## src/rtl/zynq_aes_stream_arb.sv

```systemverilog
// ----------------------------------------------------------------------------
// zynq_aes_stream_arb
//
// Packet-level round-robin arbiter that shares one zynq_aes AXI4-Stream core
// between two requesters. Whole request packets are forwarded to the core
// with no buffering. The owner of every granted packet is queued in a small
// order FIFO, so each core response packet is routed back to the requester
// that issued the matching request. The core answers in request order.
//
// Ports
//   aclk, aresetn         clock, asynchronous active-low reset
//   s0_axis_*, s1_axis_*  request streams from requester 0 / 1
//   aes_m_axis_*          request stream to the core (s00_axis)
//   aes_s_axis_*          response stream from the core (m00_axis)
//   m0_axis_*, m1_axis_*  response streams to requester 0 / 1
//   stat_pkts0/1          forwarded request packet count per requester
//   stat_busy             cycles spent forwarding (saturating)
//
// Optional feature: define ZYNQ_AES_ARB_STATS_EN to build the statistics
// counters. Without it the stat_* ports are tied to zero.
// ----------------------------------------------------------------------------
module zynq_aes_stream_arb #(
    parameter int DATA_W      = 32,
    parameter int ORDER_DEPTH = 4
) (
    input  logic              aclk,
    input  logic              aresetn,

    input  logic [DATA_W-1:0] s0_axis_tdata,
    input  logic              s0_axis_tvalid,
    input  logic              s0_axis_tlast,
    output logic              s0_axis_tready,

    input  logic [DATA_W-1:0] s1_axis_tdata,
    input  logic              s1_axis_tvalid,
    input  logic              s1_axis_tlast,
    output logic              s1_axis_tready,

    output logic [DATA_W-1:0] aes_m_axis_tdata,
    output logic              aes_m_axis_tvalid,
    output logic              aes_m_axis_tlast,
    input  logic              aes_m_axis_tready,

    input  logic [DATA_W-1:0] aes_s_axis_tdata,
    input  logic              aes_s_axis_tvalid,
    input  logic              aes_s_axis_tlast,
    output logic              aes_s_axis_tready,

    output logic [DATA_W-1:0] m0_axis_tdata,
    output logic              m0_axis_tvalid,
    output logic              m0_axis_tlast,
    input  logic              m0_axis_tready,

    output logic [DATA_W-1:0] m1_axis_tdata,
    output logic              m1_axis_tvalid,
    output logic              m1_axis_tlast,
    input  logic              m1_axis_tready,

    output logic [15:0]       stat_pkts0,
    output logic [15:0]       stat_pkts1,
    output logic [31:0]       stat_busy
);

    localparam int PTR_W = $clog2(ORDER_DEPTH);
    localparam int CNT_W = PTR_W + 1;

    typedef enum logic {
        ST_IDLE = 1'b0,
        ST_FWD  = 1'b1
    } state_t;

    state_t             state;
    logic               grant_id;
    logic               last_grant;

    logic               owner_mem [ORDER_DEPTH];
    logic [PTR_W-1:0]   wr_ptr;
    logic [PTR_W-1:0]   rd_ptr;
    logic [CNT_W-1:0]   fifo_cnt;

    logic               fifo_full;
    logic               fifo_empty;
    logic               head;
    logic               grant_vld;
    logic               grant_nxt;
    logic               req_done;
    logic               rsp_done;

    assign fifo_full  = (fifo_cnt == CNT_W'(ORDER_DEPTH));
    assign fifo_empty = (fifo_cnt == '0);
    assign head       = owner_mem[rd_ptr];

    // Arbitration: only in IDLE and only while an owner slot is free.
    // On contention the requester that did not win last time is chosen.
    always_comb begin
        grant_vld = 1'b0;
        grant_nxt = 1'b0;
        if (state == ST_IDLE && !fifo_full) begin
            if (s0_axis_tvalid && s1_axis_tvalid) begin
                grant_vld = 1'b1;
                grant_nxt = ~last_grant;
            end else if (s0_axis_tvalid) begin
                grant_vld = 1'b1;
                grant_nxt = 1'b0;
            end else if (s1_axis_tvalid) begin
                grant_vld = 1'b1;
                grant_nxt = 1'b1;
            end
        end
    end

    // Request path: straight pass-through of the granted stream while in FWD.
    always_comb begin
        aes_m_axis_tdata  = '0;
        aes_m_axis_tvalid = 1'b0;
        aes_m_axis_tlast  = 1'b0;
        s0_axis_tready    = 1'b0;
        s1_axis_tready    = 1'b0;
        if (state == ST_FWD) begin
            if (grant_id) begin
                aes_m_axis_tdata  = s1_axis_tdata;
                aes_m_axis_tvalid = s1_axis_tvalid;
                aes_m_axis_tlast  = s1_axis_tlast;
                s1_axis_tready    = aes_m_axis_tready;
            end else begin
                aes_m_axis_tdata  = s0_axis_tdata;
                aes_m_axis_tvalid = s0_axis_tvalid;
                aes_m_axis_tlast  = s0_axis_tlast;
                s0_axis_tready    = aes_m_axis_tready;
            end
        end
    end

    assign req_done = (state == ST_FWD) && aes_m_axis_tvalid &&
                      aes_m_axis_tready && aes_m_axis_tlast;

    // Response path: route to the owner at the FIFO head. With no pending
    // owner the core is held off, so a response can never be misrouted.
    always_comb begin
        m0_axis_tdata     = '0;
        m0_axis_tvalid    = 1'b0;
        m0_axis_tlast     = 1'b0;
        m1_axis_tdata     = '0;
        m1_axis_tvalid    = 1'b0;
        m1_axis_tlast     = 1'b0;
        aes_s_axis_tready = 1'b0;
        if (!fifo_empty) begin
            if (head) begin
                m1_axis_tdata     = aes_s_axis_tdata;
                m1_axis_tvalid    = aes_s_axis_tvalid;
                m1_axis_tlast     = aes_s_axis_tlast;
                aes_s_axis_tready = m1_axis_tready;
            end else begin
                m0_axis_tdata     = aes_s_axis_tdata;
                m0_axis_tvalid    = aes_s_axis_tvalid;
                m0_axis_tlast     = aes_s_axis_tlast;
                aes_s_axis_tready = m0_axis_tready;
            end
        end
    end

    assign rsp_done = aes_s_axis_tvalid && aes_s_axis_tready && aes_s_axis_tlast;

    // Request FSM. last_grant resets to 1 so requester 0 wins first.
    always_ff @(posedge aclk or negedge aresetn) begin
        if (!aresetn) begin
            state      <= ST_IDLE;
            grant_id   <= 1'b0;
            last_grant <= 1'b1;
        end else begin
            case (state)
                ST_IDLE: begin
                    if (grant_vld) begin
                        grant_id   <= grant_nxt;
                        last_grant <= grant_nxt;
                        state      <= ST_FWD;
                    end
                end
                ST_FWD: begin
                    if (req_done) begin
                        state <= ST_IDLE;
                    end
                end
                default: state <= ST_IDLE;
            endcase
        end
    end

    // Owner FIFO control. The owner is pushed at grant time, so a response
    // that finishes before its request packet is already routable.
    always_ff @(posedge aclk or negedge aresetn) begin
        if (!aresetn) begin
            wr_ptr   <= '0;
            rd_ptr   <= '0;
            fifo_cnt <= '0;
        end else begin
            if (grant_vld) begin
                wr_ptr <= wr_ptr + PTR_W'(1);
            end
            if (rsp_done) begin
                rd_ptr <= rd_ptr + PTR_W'(1);
            end
            case ({grant_vld, rsp_done})
                2'b10:   fifo_cnt <= fifo_cnt + CNT_W'(1);
                2'b01:   fifo_cnt <= fifo_cnt - CNT_W'(1);
                default: fifo_cnt <= fifo_cnt;
            endcase
        end
    end

    // Owner FIFO storage; validity is tracked by the pointers above.
    always_ff @(posedge aclk) begin
        if (grant_vld) begin
            owner_mem[wr_ptr] <= grant_nxt;
        end
    end

`ifdef ZYNQ_AES_ARB_STATS_EN
    function automatic logic [31:0] sat_inc32(input logic [31:0] v);
        return (v == 32'hFFFF_FFFF) ? v : v + 32'd1;
    endfunction

    logic [15:0] pkts0_cnt;
    logic [15:0] pkts1_cnt;
    logic [31:0] busy_cnt;

    always_ff @(posedge aclk or negedge aresetn) begin
        if (!aresetn) begin
            pkts0_cnt <= '0;
            pkts1_cnt <= '0;
            busy_cnt  <= '0;
        end else begin
            if (req_done && !grant_id) begin
                pkts0_cnt <= pkts0_cnt + 16'd1;
            end
            if (req_done && grant_id) begin
                pkts1_cnt <= pkts1_cnt + 16'd1;
            end
            if (state == ST_FWD) begin
                busy_cnt <= sat_inc32(busy_cnt);
            end
        end
    end

    assign stat_pkts0 = pkts0_cnt;
    assign stat_pkts1 = pkts1_cnt;
    assign stat_busy  = busy_cnt;
`else
    assign stat_pkts0 = '0;
    assign stat_pkts1 = '0;
    assign stat_busy  = '0;
`endif

endmodule

```

## config.mk

```make
export PLATFORM = sky130hd
export DESIGN_NAME = zynq_aes_stream_arb
export DESIGN_NICKNAME = d
export VERILOG_FILES = /design/src/rtl/zynq_aes_stream_arb.sv
export SDC_FILE = /design/constraint.sdc
export NUM_CORES = 1
export LEC_CHECK = 0
export ABC_AREA = 0
export CORE_AREA = 3 3 106 108
export DETAILED_ROUTE_END_ITERATION = 16
export DIE_AREA = 0 0 109 111
export HOLD_SLACK_MARGIN = 0.06
export MAX_ROUTING_LAYER = met4
export PLACE_DENSITY = 0.69
export SLEW_MARGIN = 20
export SYNTH_ARGS = -nofsm -noshare
export SYNTH_HDL_FRONTEND = slang
export SYNTH_SLANG_ARGS = --single-unit
```

## constraint.sdc

```tcl
create_clock -name aclk -period 3 [get_ports aclk]
set_input_delay 0.9 -clock aclk [delete_from_list [all_inputs] [get_ports aclk]]
set_output_delay 0.9 -clock aclk [all_outputs]
set_load 0.02 [all_outputs]
```

; Word-level counts from Yosys, hierarchy flattened
; Memory sizes are Yosys's and may differ from the RTL's.
; Cells that the tools add are included.
[word_totals]
ff_bits = 10
mem_bits_rw = 4
inputBits = 107
output_inout_bits = 169
elab_cells = 63
memories = 1
[mem_list]
columns = name, depth, width, read_ports, rd_clocked_by_memory_dff, write_ports, line
row1 = owner_mem, 4, 1, 1, 0, 1, 76  ; logic owner_mem [ORDER_DEPTH];
[classes]
n_addsub = 4
eq_ne = 3
n_mux = 36
bitwise = 2
reduce_logical = 11
[op_table]
columns = operator, count
row1 = 32-bit 2-to-1 mux, 6
row2 = 1-bit 2-to-1 mux, 28
row3 = 1-bit logical AND, 7
row4 = 3-bit case mux with 2 select lines, 1
row5 = 2-bit by 1-bit adder with 2-bit output (second input constant), 2
row6 = 3-bit by 1-bit adder with 3-bit output (second input constant), 1
row7 = 3-bit == test (second input constant), 1
row8 = 3-bit logical NOT, 1
row9 = 3-bit by 1-bit subtractor with 3-bit output (second input constant), 1
row10 = 2-bit by 1-bit == test with 1-bit output (second input constant), 1
row11 = 2-bit == test (second input constant), 1
row12 = 1-bit NOT, 2
row13 = 1-bit case mux with 2 select lines, 1
row14 = 2-bit AND reduction, 1
row15 = 2-bit nonzero test, 1
row16 = 1-bit logical NOT, 1

; Depth between registers and ports, before layout
; Gate-level depths: netlist (run 1).
[depth]
word_depth = 7
mapped_depth = 10
depth_no_buf = 10

; Worst setup path before layout (run 1)
; OpenSTA, ideal clock, no wires.
[synth_timing]
kind = register to output
from = reg rd_ptr[1]
to = out m0_axis_tdata[10]
arrival_time_ns = 1.432
required_time_ns = 2.100
path_slack_ns = 0.668
stages_incl_launch_ff = 5
path_buffers = 1
cell_sequence = dfrtp_1 > mux2i_1 > mux2i_4 > buf_2 > nor2_1
[synth_between]
elab_chain_len = 3
[synth_lines]
columns = element, line
row1 = "start, declared", 78  ; logic [PTR_W-1:0] rd_ptr;
row2 = "start signal, assigned", 201  ; rd_ptr <= rd_ptr + PTR_W'(1);
row3 = memory read 4 x 1 bit, n/a
row4 = 32-bit 2-to-1 mux, 148  ; if (head) begin
row5 = 32-bit 2-to-1 mux, 147  ; if (!fifo_empty) begin
row6 = "end, declared", 49  ; output logic [DATA_W-1:0] m0_axis_tdata,
; No other way between the ends.

; Worst setup path after layout (run 1)
[layout_timing]
from = in s1_axis_tvalid
to = out aes_m_axis_tvalid
[layout_between]
elab_chain_len = 2
[layout_lines]
columns = element, line
row1 = "start, declared", 35  ; input logic s1_axis_tvalid,
row2 = 1-bit 2-to-1 mux, 120  ; if (grant_id) begin
row3 = 1-bit 2-to-1 mux, 119  ; if (state == ST_FWD) begin
row4 = "end, declared", 40  ; output logic aes_m_axis_tvalid,
; No other way between the ends.

==> run_results.csv, run 1 <==
group,metric,value,unit
drt,routed_wl,8730,um
timing,slew_viol_final,0,
setup_path,crit_arrival,1.99,ns
timing,period_minus_slack,2.89,ns
die,die-area,0.0121,mm2
status,status,"finished clean",
die,io-pin-count,276,
grt,overflow,0,
synthesis,netlist_area,0.00231,mm2
timing,hold_viol,0,
synthesis,netlist_instances,319,
drt,drtAntennaViolNets,0,
drt,drc,0,
pwr,powerDensity,833,mW/mm2
layout,drive_gt1_frac,0.0491,
grt,grt_max_degree,38,
timing,final.setup.tns,0,ns
grt,use_met2,0.265,
grt,grt_pass1_wl,12600,um
placed_design,place_hpwl,7270,um
placed_design,place.gp.congestion,0.779,
die,coreArea,0.0103,mm2
die,die_w,109,um
job,cap_violations,0,
die,rows,37,
synthesis,ys.flop_type,"dfrtp_1",
layout,final_area,0.00433,mm2
drt,dr_total_vias,2650,
grt,grt_pass1_vias,2588,
drt,first_iter_violations,67,
drt,vias_per_cell,3.98,
timing,rsz0062_at_grt,"false",
drt,drtPass1Iterations,5,
timing,fmax,0.346,GHz
placed_design,portBuffers,211,
die,start_util,0.224,
synthesis,yosysUniqueCellTypes,36,
die,die_h,111,um
synthesis,ys_ff_latch,14,
pwr,power_leakage,0.00232,uW
timing,finalClockSkew,0.000773,ns
layout,area_growth,87.2,%
layout,utilization,0.420,
min_path,worstHoldPathType,"register to register",
cts,root_buffer,"clkbuf_8",
drt,wl_per_cell,13.1,um
cts,cts_sinks,14,
placed_design,dpl_cell_area,0.00438,mm2
timing,whs,0.512,ns
cts,clock_latency,0.24,ns
setup_path,startpoint_type,"primary input",
synthesis,synth_seq_area_share,0.161,
grt,grt-busiest-layer,"met2",
grt,met3_usage,0.0326,
timing,fin_crit_sh,0.962,
synthesis,ys.warnings.count,0,
setup_path,cp.required,2.10,ns
synthesis,synth_enable_flop_cells,4,
layout,finalNetCount,644,
cts,ctsLongestPathBuffers,2,
timing,setup_viol,0,
cts,clk_transition_reported_paths,0.06,ns
setup_path,end_kind,"output pin",
pwr,ir_drop,381,uV
grt,antenna_found_initial,0,
setup_path,worstSetupPathType,"primary input to output pin",
synthesis,async_reset_ff_frac,0.714,
cts,cts_tree,"done",
grt,grt_usage,0.133,
cts,cts_made_buffers,3,
cts,cts_max_level,1,
synthesis,syn_avg_cell_area,7.26,um2
grt,use_met1,0.129,
setup_path,path_max_fanout,2,
layout,diodes,0,
cell type report:
class | count | area, um2
clock buffers | 3 | 41.3
clock inverters | 1 | 3.75
fillers | 1089 | 5990
inverters | 6 | 22.5
multi-input cells | 281 | 1600
flip-flops and latches | 14 | 373
well taps | 136 | 170
repair buffers | 225 | 2130
cell usage in the layout (no fill, tap or decap), drive strengths merged, types with 2 or more instances in the layout:
master / count
inv: 6
xor2: 3
xnor2: 2
nor2b: 34
and2: 4
clkbuf: 3
nand2: 37
nor2: 72
conb: 64
and3: 2
edfxtp: 4
dfrtp: 9
dlygate4sd2: 104
buf: 14
a21o: 2
ha: 5
a31oi: 2
nand3: 2
mux2i: 41
mux2: 3
clkdlybuf4s50: 106
worst max-delay path, stage by stage:
cell and delay [ns]:
clkdlybuf4s50_1 0.48, mux2i_1 0.07, nor2b_1 0.16, dlygate4sd2_1 0.37
power breakdown:
group          switching, uW  total (uW)  internal, uW  leakage [uW]
sequential              85.2         369           284      0.000151
clock                   64.5         155          90.3     0.0000231
combinational           1820        3090          1270       0.00215
total                   1970        3610          1650       0.00232
final timing paths:
| check | to | startpoint | slack [ns] | cells past startpoint |
|---|---|---|---|---|
| worst max-delay path | aes_m_axis_tvalid | s1_axis_tvalid | 0.11 | 4 |
| worst min-delay path | fifo_cnt[0]$_DFFE_PN0P_ | fifo_cnt[0]$_DFFE_PN0P_ | 0.51 | 1 |
| worst max register to register | fifo_cnt[2]$_DFFE_PN0P_ | rd_ptr[1]$_DFFE_PN0P_ | 0.67 | 11 |
| worst min register to register | fifo_cnt[0]$_DFFE_PN0P_ | fifo_cnt[0]$_DFFE_PN0P_ | 0.51 | 1 |
| max in group asynchronous | last_grant$_DFFE_PN1P_ | aresetn | 1.68 | 1 |
| min in group asynchronous | wr_ptr[0]$_DFFE_PN0P_ | aresetn | 0.98 | 1 |
synthesized netlist by cell type, types with 2 or more instances:
| library cell | instances | share of area |
|---|---|---|
| nor2_1 | 72 | 0.12 |
| buf_4 | 64 | 0.21 |
| mux2i_1 | 39 | 0.17 |
| nand2_1 | 37 | 0.060 |
| nor2b_1 | 34 | 0.092 |
| dfrtp_1 | 9 | 0.097 |
| buf_2 | 8 | 0.017 |
| inv_1 | 6 | 0.0097 |
| clkbuf_1 | 5 | 0.0081 |
| ha_1 | 5 | 0.027 |
| and2_1 | 4 | 0.011 |
| edfxtp_1 | 4 | 0.052 |
| xor2_1 | 3 | 0.011 |
| a21o_1 | 2 | 0.0065 |
| and3_1 | 2 | 0.0054 |
| buf_1 | 2 | 0.0032 |
| clkbuf_8 | 2 | 0.012 |
| nand3_1 | 2 | 0.0043 |
| xnor2_1 | 2 | 0.0076 |
logic make-up (layout without fill, tap and decap cells):
family / Yosys count / after routing / share of synthesized area
and+or+nand+nor: 154 / 154 / 0.299
buffers and inverters: 88 / 235 / 0.263
muxes: 43 / 44 / 0.196
DFF: 14 / 14 / 0.161
AOI/OAI and AO/OA: 8 / 8 / 0.0254
adders and majority gates: 6 / 6 / 0.0357
xor gates and xnor gates: 5 / 5 / 0.0189
other: 1 / 64 / 0.00162
repair_timing:
action	4_1_cts	5_1_grt
cloned	1	0
setup buffers	1	0
resized for setup	106	1
hold buffers	0	0
setup endpoints to repair	104	1
layer usage:
metal / up-vias / routed length (um)
met1: 1178 / 2980
met3: 4 / 1010
met5: - / 0
met2: 166 / 4680
met4: 0 / 59
li1: 1302 / -
registers in the layout, summed over array words and instances (netlist names):
register,cells
rd_ptr,2
grant_id,1
fifo_cnt,3
wr_ptr,2
last_grant,1
state,1
owner_mem,4
through the flow:
stage | power, uW | std cells | worst slack [ns]
after floorplan | 2400 | 382 | 0.668
after global placement | 3810 | 660 | -0.169
after detailed placement | 3850 | 660 | -0.174
after CTS | 3660 | 666 | 0.00408
after global routing | 3880 | 666 | 0.0223
final | 3610 | 666 | 0.114
No activity file was read; power rests on OpenSTA's default activity.
==> run 2: changes to the inputs <==
--- a/config.mk
+++ b/config.mk
@@ -6,12 +6,12 @@
 export NUM_CORES = 1
 export LEC_CHECK = 0
 export ABC_AREA = 0
-export CORE_AREA = 3 3 106 108
+export CORE_AREA = 3 3 107 109
 export DETAILED_ROUTE_END_ITERATION = 16
-export DIE_AREA = 0 0 109 111
+export DIE_AREA = 0 0 110 112
+export DONT_BUFFER_PORTS = 1
 export HOLD_SLACK_MARGIN = 0.06
 export MAX_ROUTING_LAYER = met4
-export PLACE_DENSITY = 0.69
 export SLEW_MARGIN = 20
 export SYNTH_ARGS = -nofsm -noshare
 export SYNTH_HDL_FRONTEND = slang
==> run_results.csv, run 2 (synthesis results as in run 1) <==
group,metric,value,unit
min_path,worstHoldPathType,"primary input to async pin",
layout,finalNetCount,427,
layout,final_area,0.00230,mm2
timing,finalClockSkew,0.00131,ns
grt,antenna_found_initial,0,
drt,vias_per_cell,4.12,
setup_path,cp_slowest_stage_delay,0.53,ns
drt,drc,0,
setup_path,reg2reg_from,"rd_ptr[1]$_DFFE_PN0P_",
layout,top_regs,"owner_mem (4), fifo_cnt (3)",
drt,drtAntennaViolNets,0,
die,coreArea,0.0107,mm2
pwr,total_power,2770,uW
layout,drive_gt1_frac,0.0671,
cts,cts_tree,"done",
cts,ctsLongestPathBuffers,2,
timing,relSlewSlack,0.636,
grt,overflow,0,
setup_path,startpoint_type,"register",
cts,cts_sinks,14,
die,die_w,110,um
timing,period_minus_slack,2.87,ns
layout,final_cell_mix,"nor2_1, conb_1, mux2i_1",
layout,final_common_cell,"nor2_1",
setup_path,crit_arrival,1.97,ns
drt,first_iter_violations,78,
drt,drtPass1Iterations,4,
cts,cts_max_level,1,
die,rows,38,
layout,area_growth,-0.703,%
die,io-pin-count,276,
setup_path,critPathSlowestCell,"mux2i_2",
timing,rsz0062_at_grt,"true",
setup_path,worst-r2r-cell-count,10,
setup_path,critical_path.top_delay_family,"multiplexers",
cts,clk_transition_reported_paths,0.06,ns
status,status,"finished clean",
setup_path,crit_path_cell_trace,"mux2i_2, mux2_4, nor2_1, buf_4",
timing,setup_viol,0,
placed_design,dpl_cell_area,0.00221,mm2
cts,root_buffer,"clkbuf_8",
pwr,power_leakage,0.00116,uW
layout,largest_reg_flops,4,
pwr,ir_drop,471,uV
die,die_h,112,um
grt,grt_max_degree,38,
layout,diodes,0,
timing,worst_pin_slew,0.536,ns
layout,fillers,1172,
drt,routed_wl,6670,um
layout,top_register,"owner_mem",
placed_design,place_hpwl,5710,um
cts,cts_made_buffers,3,
timing,fin_crit_sh,0.958,
die,start_util,0.216,
setup_path,path_buf_inv,1,
placed_design,portBuffers,0,
job,cap_violations,0,
setup_path,reg2reg_slack,0.45,ns
grt,grt_pass1_wl,8640,um
setup_path,cp.required,2.10,ns
timing,fmax,0.348,GHz
setup_path,r2r_end,"fifo_cnt[2]$_DFFE_PN0P_",
grt,grt_usage,0.0953,
drt,wl_per_cell,14.7,um
setup_path,end_kind,"output pin",
cts,holdBufCountCts,0,
die,die-area,0.0123,mm2
setup_path,path_max_fanout,34,
pwr,powerDensity,1210,mW/mm2
drt,dr_total_vias,1865,
timing,hold_viol,0,
placed_design,place.gp.congestion,0.728,
grt,grt_pass1_vias,1581,
cts,clock_latency,0.24,ns
timing,slew_viol_final,0,
setup_path,worstSetupPathType,"register to output pin",
-- run 2: how the worst max path moves through the flow --
stage / from / end / slack (ns) / cells after the start
final: rd_ptr[1]$_DFFE_PN0P_ / m1_axis_tdata[21] / 0.13 / 4
after CTS: rd_ptr[1]$_DFFE_PN0P_ / aes_s_axis_tready / 0.05 / 5
after global routing: rd_ptr[1]$_DFFE_PN0P_ / m1_axis_tdata[21] / -0.01 / 4
after global placement: rd_ptr[1]$_DFFE_PN0P_ / fifo_cnt[2]$_DFFE_PN0P_ / 0.17 / 10
after floorplan: rd_ptr[1]$_DFFE_PN0P_ / m0_axis_tdata[10] / 0.67 / 4
after detailed placement: rd_ptr[1]$_DFFE_PN0P_ / fifo_cnt[2]$_DFFE_PN0P_ / 0.05 / 10
-- run 2: repair_timing --
action,4_1_cts,5_1_grt
gates resized for setup,1,1
cloned,1,0
endpoints found under the setup margin,1,18
buffers inserted,0,1
-- run 2: per-layer routing --
layer / track usage / share of wire
met2: 0.192 / 0.55
met4: 0.00998 / 0.0030
met3: 0.0232 / 0.11
met5: - / 0
met1: 0.0912 / 0.34
-- run 2: per-stage QoR --
step           setup WS (ns)  utilization  std cells  setup TNS (ns)  hold WS, ns
6_report               0.127        0.215        453               0        0.345
5_1_grt              -0.0118        0.215        453         -0.0118        0.327
4_1_cts               0.0545        0.212        452               0        0.337
3_5_place_dp          0.0469        0.206        447               0        0.512
3_3_place_gp           0.166        0.206        447               0        0.502
2_1_floorplan          0.668            -        382               0        0.482
-- run 2: area by class of cell --
| class | count | area (um2) | share of cell area |
|---|---|---|---|
| timing repair buffer | 8 | 85.1 | 0.0370 |
| clock buffer | 3 | 41.3 | 0.0180 |
| tap | 140 | 175 | 0.0762 |
| sequential | 14 | 373 | 0.162 |
| multi-input combinational | 281 | 1600 | 0.695 |
| inverter | 6 | 22.5 | 0.00980 |
| clock inverter | 1 | 3.75 | 0.00163 |
-- run 2: power breakdown --
group / leakage, uW / switching (uW) / internal (uW)
Sequential: 0.000151 / 135 / 283
Clock: 0.0000231 / 67.3 / 90.6
Combinational: 0.000986 / 1580 / 610
Total: 0.00116 / 1790 / 984
